<file path="src/rtl/hssi_tc_mailbox_ctrl.sv">
// hssi_tc_mailbox_ctrl: host CSR mailbox that runs one indirect
// read or write to a HSSI traffic controller, with ack timeout.
module hssi_tc_mailbox_ctrl #(
  parameter  int TC_ADDR_W   = 16,
  parameter  int DATA_W      = 32,
  parameter  int NUM_PORTS   = 4,
  parameter  int TIMEOUT_CYC = 1024,
  localparam int PORT_W      = (NUM_PORTS > 1) ?
                               $clog2(NUM_PORTS) : 1
) (
  input  logic                 clk,
  input  logic                 rst_n,
  input  logic                 csr_wr,
  input  logic                 csr_rd,
  input  logic [3:0]           csr_addr,
  input  logic [DATA_W-1:0]    csr_wdata,
  output logic [DATA_W-1:0]    csr_rdata,
  output logic                 csr_rdata_vld,
  input  logic [PORT_W-1:0]    port_sel,
  output logic                 tc_req,
  output logic                 tc_wr,
  output logic [PORT_W-1:0]    tc_port,
  output logic [TC_ADDR_W-1:0] tc_addr,
  output logic [DATA_W-1:0]    tc_wdata,
  input  logic                 tc_ack,
  input  logic [DATA_W-1:0]    tc_rdata,
  output logic                 busy
);

  localparam int CNT_W = $clog2(TIMEOUT_CYC);
  localparam logic [CNT_W-1:0] CNT_MAX =
    CNT_W'(TIMEOUT_CYC - 1);

  localparam logic [3:0] OFS_CMD = 4'h0;
  localparam logic [3:0] OFS_ADR = 4'h4;
  localparam logic [3:0] OFS_RDD = 4'h8;
  localparam logic [3:0] OFS_WRD = 4'hC;

  localparam logic [1:0] CMD_NOOP = 2'd0;
  localparam logic [1:0] CMD_RD   = 2'd1;
  localparam logic [1:0] CMD_WR   = 2'd2;

  typedef enum logic {
    IDLE  = 1'b0,
    ISSUE = 1'b1
  } state_t;

  state_t state_q;
  state_t state_d;

  logic [DATA_W-1:0] addr_q;
  logic [DATA_W-1:0] wrd_q;
  logic [DATA_W-1:0] rdd_q;
  logic              ack_q;
  logic              err_q;
  logic [CNT_W-1:0]  cnt_q;

  logic sel_cmd;
  logic sel_adr;
  logic sel_rdd;
  logic sel_wrd;
  logic wr_ok;
  logic cmd_wr;
  logic go_rd;
  logic go_wr;
  logic go;
  logic noop;
  logic in_issue;
  logic done;
  logic expire;

  logic [DATA_W-1:0] status;
  logic [DATA_W-1:0] rd_mux;

  assign sel_cmd = (csr_addr == OFS_CMD);
  assign sel_adr = (csr_addr == OFS_ADR);
  assign sel_rdd = (csr_addr == OFS_RDD);
  assign sel_wrd = (csr_addr == OFS_WRD);

  // Host writes are only accepted while no access is in flight.
  assign in_issue = (state_q == ISSUE);
  assign wr_ok    = csr_wr & ~in_issue;
  assign cmd_wr   = wr_ok & sel_cmd;
  assign go_rd    = cmd_wr & (csr_wdata[1:0] == CMD_RD);
  assign go_wr    = cmd_wr & (csr_wdata[1:0] == CMD_WR);
  assign go       = go_rd | go_wr;
  assign noop     = cmd_wr & (csr_wdata[1:0] == CMD_NOOP);

  // A late ack on the last counted cycle still wins.
  assign done   = in_issue & tc_ack;
  assign expire = in_issue & ~tc_ack & (cnt_q == CNT_MAX);

  always_ff @(posedge clk or negedge rst_n) begin
    if (!rst_n) begin
      state_q <= IDLE;
    end else begin
      state_q <= state_d;
    end
  end

  always_comb begin
    state_d = state_q;
    unique case (state_q)
      IDLE: begin
        if (go) begin
          state_d = ISSUE;
        end
      end
      ISSUE: begin
        if (done || expire) begin
          state_d = IDLE;
        end
      end
      default: state_d = IDLE;
    endcase
  end

  always_comb begin
    tc_req = 1'b0;
    busy   = 1'b0;
    if (state_q == ISSUE) begin
      tc_req = 1'b1;
      busy   = 1'b1;
    end
  end

  always_ff @(posedge clk or negedge rst_n) begin
    if (!rst_n) begin
      addr_q <= '0;
      wrd_q  <= '0;
    end else begin
      if (wr_ok && sel_adr) begin
        addr_q <= csr_wdata;
      end
      if (wr_ok && sel_wrd) begin
        wrd_q <= csr_wdata;
      end
    end
  end

  always_ff @(posedge clk or negedge rst_n) begin
    if (!rst_n) begin
      tc_addr  <= '0;
      tc_wdata <= '0;
      tc_port  <= '0;
      tc_wr    <= 1'b0;
    end else if (go) begin
      tc_addr  <= addr_q[TC_ADDR_W-1:0];
      tc_wdata <= wrd_q;
      tc_port  <= port_sel;
      tc_wr    <= go_wr;
    end
  end

  always_ff @(posedge clk or negedge rst_n) begin
    if (!rst_n) begin
      cnt_q <= '0;
    end else if (go) begin
      cnt_q <= '0;
    end else if (in_issue && !tc_ack && !expire) begin
      cnt_q <= cnt_q + 1'b1;
    end
  end

  always_ff @(posedge clk or negedge rst_n) begin
    if (!rst_n) begin
      ack_q <= 1'b0;
      err_q <= 1'b0;
      rdd_q <= '0;
    end else begin
      unique case (1'b1)
        go || noop: begin
          ack_q <= 1'b0;
          err_q <= 1'b0;
        end
        done: begin
          ack_q <= 1'b1;
          if (!tc_wr) begin
            rdd_q <= tc_rdata;
          end
        end
        expire: begin
          ack_q <= 1'b1;
          err_q <= 1'b1;
          rdd_q <= '1;
        end
        default: ;
      endcase
    end
  end

  assign status = {{(DATA_W-4){1'b0}}, err_q, ack_q,
                   in_issue & tc_wr, in_issue & ~tc_wr};

  always_comb begin
    rd_mux = '0;
    unique case (1'b1)
      sel_cmd: rd_mux = status;
      sel_adr: rd_mux = addr_q;
      sel_rdd: rd_mux = rdd_q;
      sel_wrd: rd_mux = wrd_q;
      default: rd_mux = '0;
    endcase
  end

  // Reads see the pre-write value of a same-cycle write.
  always_ff @(posedge clk or negedge rst_n) begin
    if (!rst_n) begin
      csr_rdata     <= '0;
      csr_rdata_vld <= 1'b0;
    end else begin
      csr_rdata_vld <= csr_rd;
      if (csr_rd) begin
        csr_rdata <= rd_mux;
      end
    end
  end

endmodule

</file>
<file path="config.mk">
export PLATFORM = sky130hd
export DESIGN_NAME = hssi_tc_mailbox_ctrl
export DESIGN_NICKNAME = d
export VERILOG_FILES = /design/src/rtl/hssi_tc_mailbox_ctrl.sv
export SDC_FILE = /design/constraint.sdc
export NUM_CORES = 1
export LEC_CHECK = 0
export BUFFER_PORTS_ARGS = -buffer_cell sky130_fd_sc_hd__buf_2
export CAP_MARGIN = 20
export CORE_MARGIN = 2
export CORE_UTILIZATION = 50
export CTS_CLUSTER_DIAMETER = 40
export CTS_CLUSTER_SIZE = 24
export DETAILED_ROUTE_END_ITERATION = 7
export PLACE_DENSITY = 0.77
export SYNTH_ARGS = -nofsm -noshare
export SYNTH_HDL_FRONTEND = slang
export SYNTH_SLANG_ARGS = --single-unit
</file>
<file path="constraint.sdc">
create_clock -name clk -period 1.7 [get_ports clk]
set_input_delay 0.255 -clock clk [delete_from_list [all_inputs] [get_ports clk]]
set_output_delay 0.255 -clock clk [all_outputs]
set_load 0.01 [all_outputs]
</file>
==> impl_results.md <==
- NetSw: 3020 uW
- Grt total ovfl: 0
- Share of post-route cells with drive strength above 1: ~44%
- Die height: 131 um
- Worst Hold Depth: 3
- CTS buffer count: 17
- Clk_lat worst skew: roughly 0.43 ns
- Worst setup EP type: flip-flop
- YS warnings: 0
- Status: finished, violations left
- Crit start category: flip-flop
- Tot GR Track Use: between 20 and 25%
- Horiz. Die Dim: 131 um
- Avg WL per Cell: 19.4 um
- RSZ-0062 raised after global routing: yes
- Post-Layout Cell Count: 1035
- Worst path depth: 4
- Leakage: 0.00505 uW
- Slew HR: 60.6%
- Fin. max-slew vios: 0
- Post-synth EDFFs: 0
- Req. time, crit path: around 2 ns
- Crit-path slowest cell: or4_4
- Largest net degree at the start of global routing: 50
- Max Cap Viol: 0
- Combinational power share: 14.8%
- Synthesized net count: 701
- Nets: 881
- Antenna violations before repair: 0
- Crit path time final: between 1.5 and 2 ns
- Placed insts: 1000
- Initial DRC Count: 551
- Worst reg-to-reg path cell count: 4
- H-Tree Depth: 4
- Worst-margin pin slew: 0.590 ns
- Post-Synthesis Cells: around 630
- Top cells by area, synth: dfrtp_1 60%, mux2_2 9.6%, mux2_4 8.4%
- Post-synth top area share: 59.9%
- Ports: 161
- Cell family with most CP delay: simple AND/OR/NAND/NOR gates
- IO Port Bufs: 160
- Seq cells post-synth: 193
- CTS Buffer Depth: 2
- Overall routed net length: ~20 mm
- Switching power share of the total: a little over a quarter
- Cell-internal power: about 8500 uW
- Maximum VDD drop: 0.000717 V
- Core Area: ~16000 um2
- Vias: between 5000 and 6000
- Number of global-route vias before repair: 5836
- Post-DP HPWL: 13.4 mm
- Synth area leader: dfrtp_1
- Post-Synthesis Mean Instance Area: 12.9 um2
- Hold Fails Final Rpt: 0
- Data arrival, critical path: 2.05 ns
- Commonest non-fill, non-tap cell in the layout: dfrtp_1
- Hold_ws: 0.0396 ns
- Bufs and invs on worst path: 1
- Drt via density: approximately 5.6
- CP Cell Sequence: nand2b_4 -> or4_4 -> buf_12 -> mux2_4
- Root Buffer: clkbuf_16
- Routability cong.: 0.832
- Fin crit share: 102%
- CP max FO: 25
- Die area: 17200 um2
- Count of different cell masters after synthesis: 40
- Syn-to-layout area delta: 23.1%
- FP Rows: 46
- Clk network pwr share: between 30% and 40%
- Power Total: 11500 uW
- Final worst slack: -0.0405 ns
- Failing checks: negative setup slack
- Clock transition at the registers of the reported paths: roughly 0.070 ns
- Part of the Yosys area used for sequential elements: 59.9%
- Filler cells: between 1000 and 1500
- Antenna-violating nets left: 0
- Seq pwr share: 50.7%
- Synth Flop Type: dfrtp_1
- Crit Path Class: flip-flop to flip-flop
- Synth Cell Area: 8060 um2
- Detailed Routing Iterations Pass 1: 8
- P per Cell Area: 1160 nW/um2
- DRC violation count after routing: 0
- Most frequent cells in the layout: 193 x dfrtp_1, 159 x buf_2, 73 x nand2_1
- Starting Density: between 50% and 60%
- Asr flop ratio synth: 100%
- CTS tree: built
- Clock sink count: 193
- Clk_skew: 0.00964 ns
- First-pass GRT wire length: 31.1 mm
- Hold Crit Class: primary input to flip-flop
- Final setup fails: 34
- Slowest stage delay, CP: 0.53 ns
- Fmax: 575 MHz
flip-flops by register name, summed over array words and instances, names as in the netlist:
name and cells:
tc_addr 16, ack_q 1, in_issue 1, csr_rdata_vld 1, tc_wdata 32, err_q 1, addr_q 32, wrd_q 32
csr_rdata 32, rdd_q 32, tc_wr 1, cnt_q 10, tc_port 2
through the flow:
stage                     instance area, um2  setup slack, ns  setup TNS [ns]  util, %
after floorplan                         8070           -0.170           -7.80        -
after global placement                  9300           -0.287          -14.36     58.8
after detailed placement                9300           -0.299          -14.86     58.8
after CTS                               9910         -0.00413        -0.00413     62.6
after global routing                    9920          -0.0504           -1.49     62.7
final                                   9930          -0.0405          -0.649     62.7
synthesized netlist by cell type (2+ instances only):
cell,count
a21oi_1,4
a222oi_1,31
a22o_1,2
and2_1,3
and3_1,3
buf_1,6
buf_12,4
buf_6,2
clkbuf_1,29
dfrtp_1,193
inv_1,39
mux2_2,69
mux2_4,45
nand2_1,75
nand2b_1,2
nand3_1,36
nand4_1,2
nor2_1,9
nor2b_1,2
nor3_1,3
o2111ai_1,2
o211ai_1,2
o21ai_0,9
o22ai_1,32
o31ai_1,3
xnor2_1,2
xor2_1,3
path summary, 6_finish.rpt:
check	startpoint	end	slack [ns]
setup / recovery	in_issue	tc_addr[8]	-0.04
max in group asynchronous	rst_n	csr_rdata[14]	0.76
hold / removal	tc_rdata[28]	rdd_q[28]	0.04
min in group asynchronous	rst_n	csr_rdata[10]	0.33
setup reg to reg	in_issue	tc_addr[8]	-0.04
hold reg to reg	rdd_q[19]	rdd_q[19]	0.50
metal layers:
metal / part of all wire, % / up-vias / global-route usage, %
met5: 0 / - / 0
met4: 1.7 / 0 / 8.70
met3: 7.1 / 29 / 4.64
met2: 47 / 252 / 38.8
met1: 44 / 2911 / 32.9
li1: - / 2608 / -
cell families (layout without fill, tap and decap cells):
logic type	Yosys count	count (layout)	share of synthesized area (%)
other cells	0	1	0
mux	115	115	18.1
xor+xnor	5	5	0.543
buf+inv	81	273	4.81
simple gates	143	144	8.21
fa+ha+maj	1	1	0.155
flops	193	193	59.9
compound gates	87	87	8.23
power by group through the flow:
stage / clock [uW] / sequential [uW] / combinational, uW
after floorplan: 0 / 5890 / 919
final: 3980 / 5840 / 1700
after global routing: 4240 / 5930 / 1870
after global placement: 0 / 5880 / 1640
after detailed placement: 0 / 5900 / 1710
after CTS: 4050 / 5830 / 1720
tightest hold or removal path, cell delays in order:
cell and delay (ns):
buf_2 0.07, nand2_1 0.04, nand3_1 0.07
repair_timing:
item | CTS | global route
hold buffers | 1 | 0
gates resized for setup | 1 | 3
pin swaps | 0 | 1
endpoints found under the setup margin | 27 | 81
setup buffers | 0 | 0
hold endpoints to repair | 41 | 0
cloned | 0 | 1
layout make-up:
class	count	area [um2]	area share, %
Antenna cell	1	2.50	0.0252
Clock buffer	18	429	4.32
Clock inverter	14	156	1.58
Inverter	39	146	1.47
Multi-Input combinational cell	352	2890	29.1
Sequential cell	193	4830	48.7
Tap cell	216	270	2.72
Timing Repair Buffer	202	1200	12.1
(Power assumes the default switching activity.)
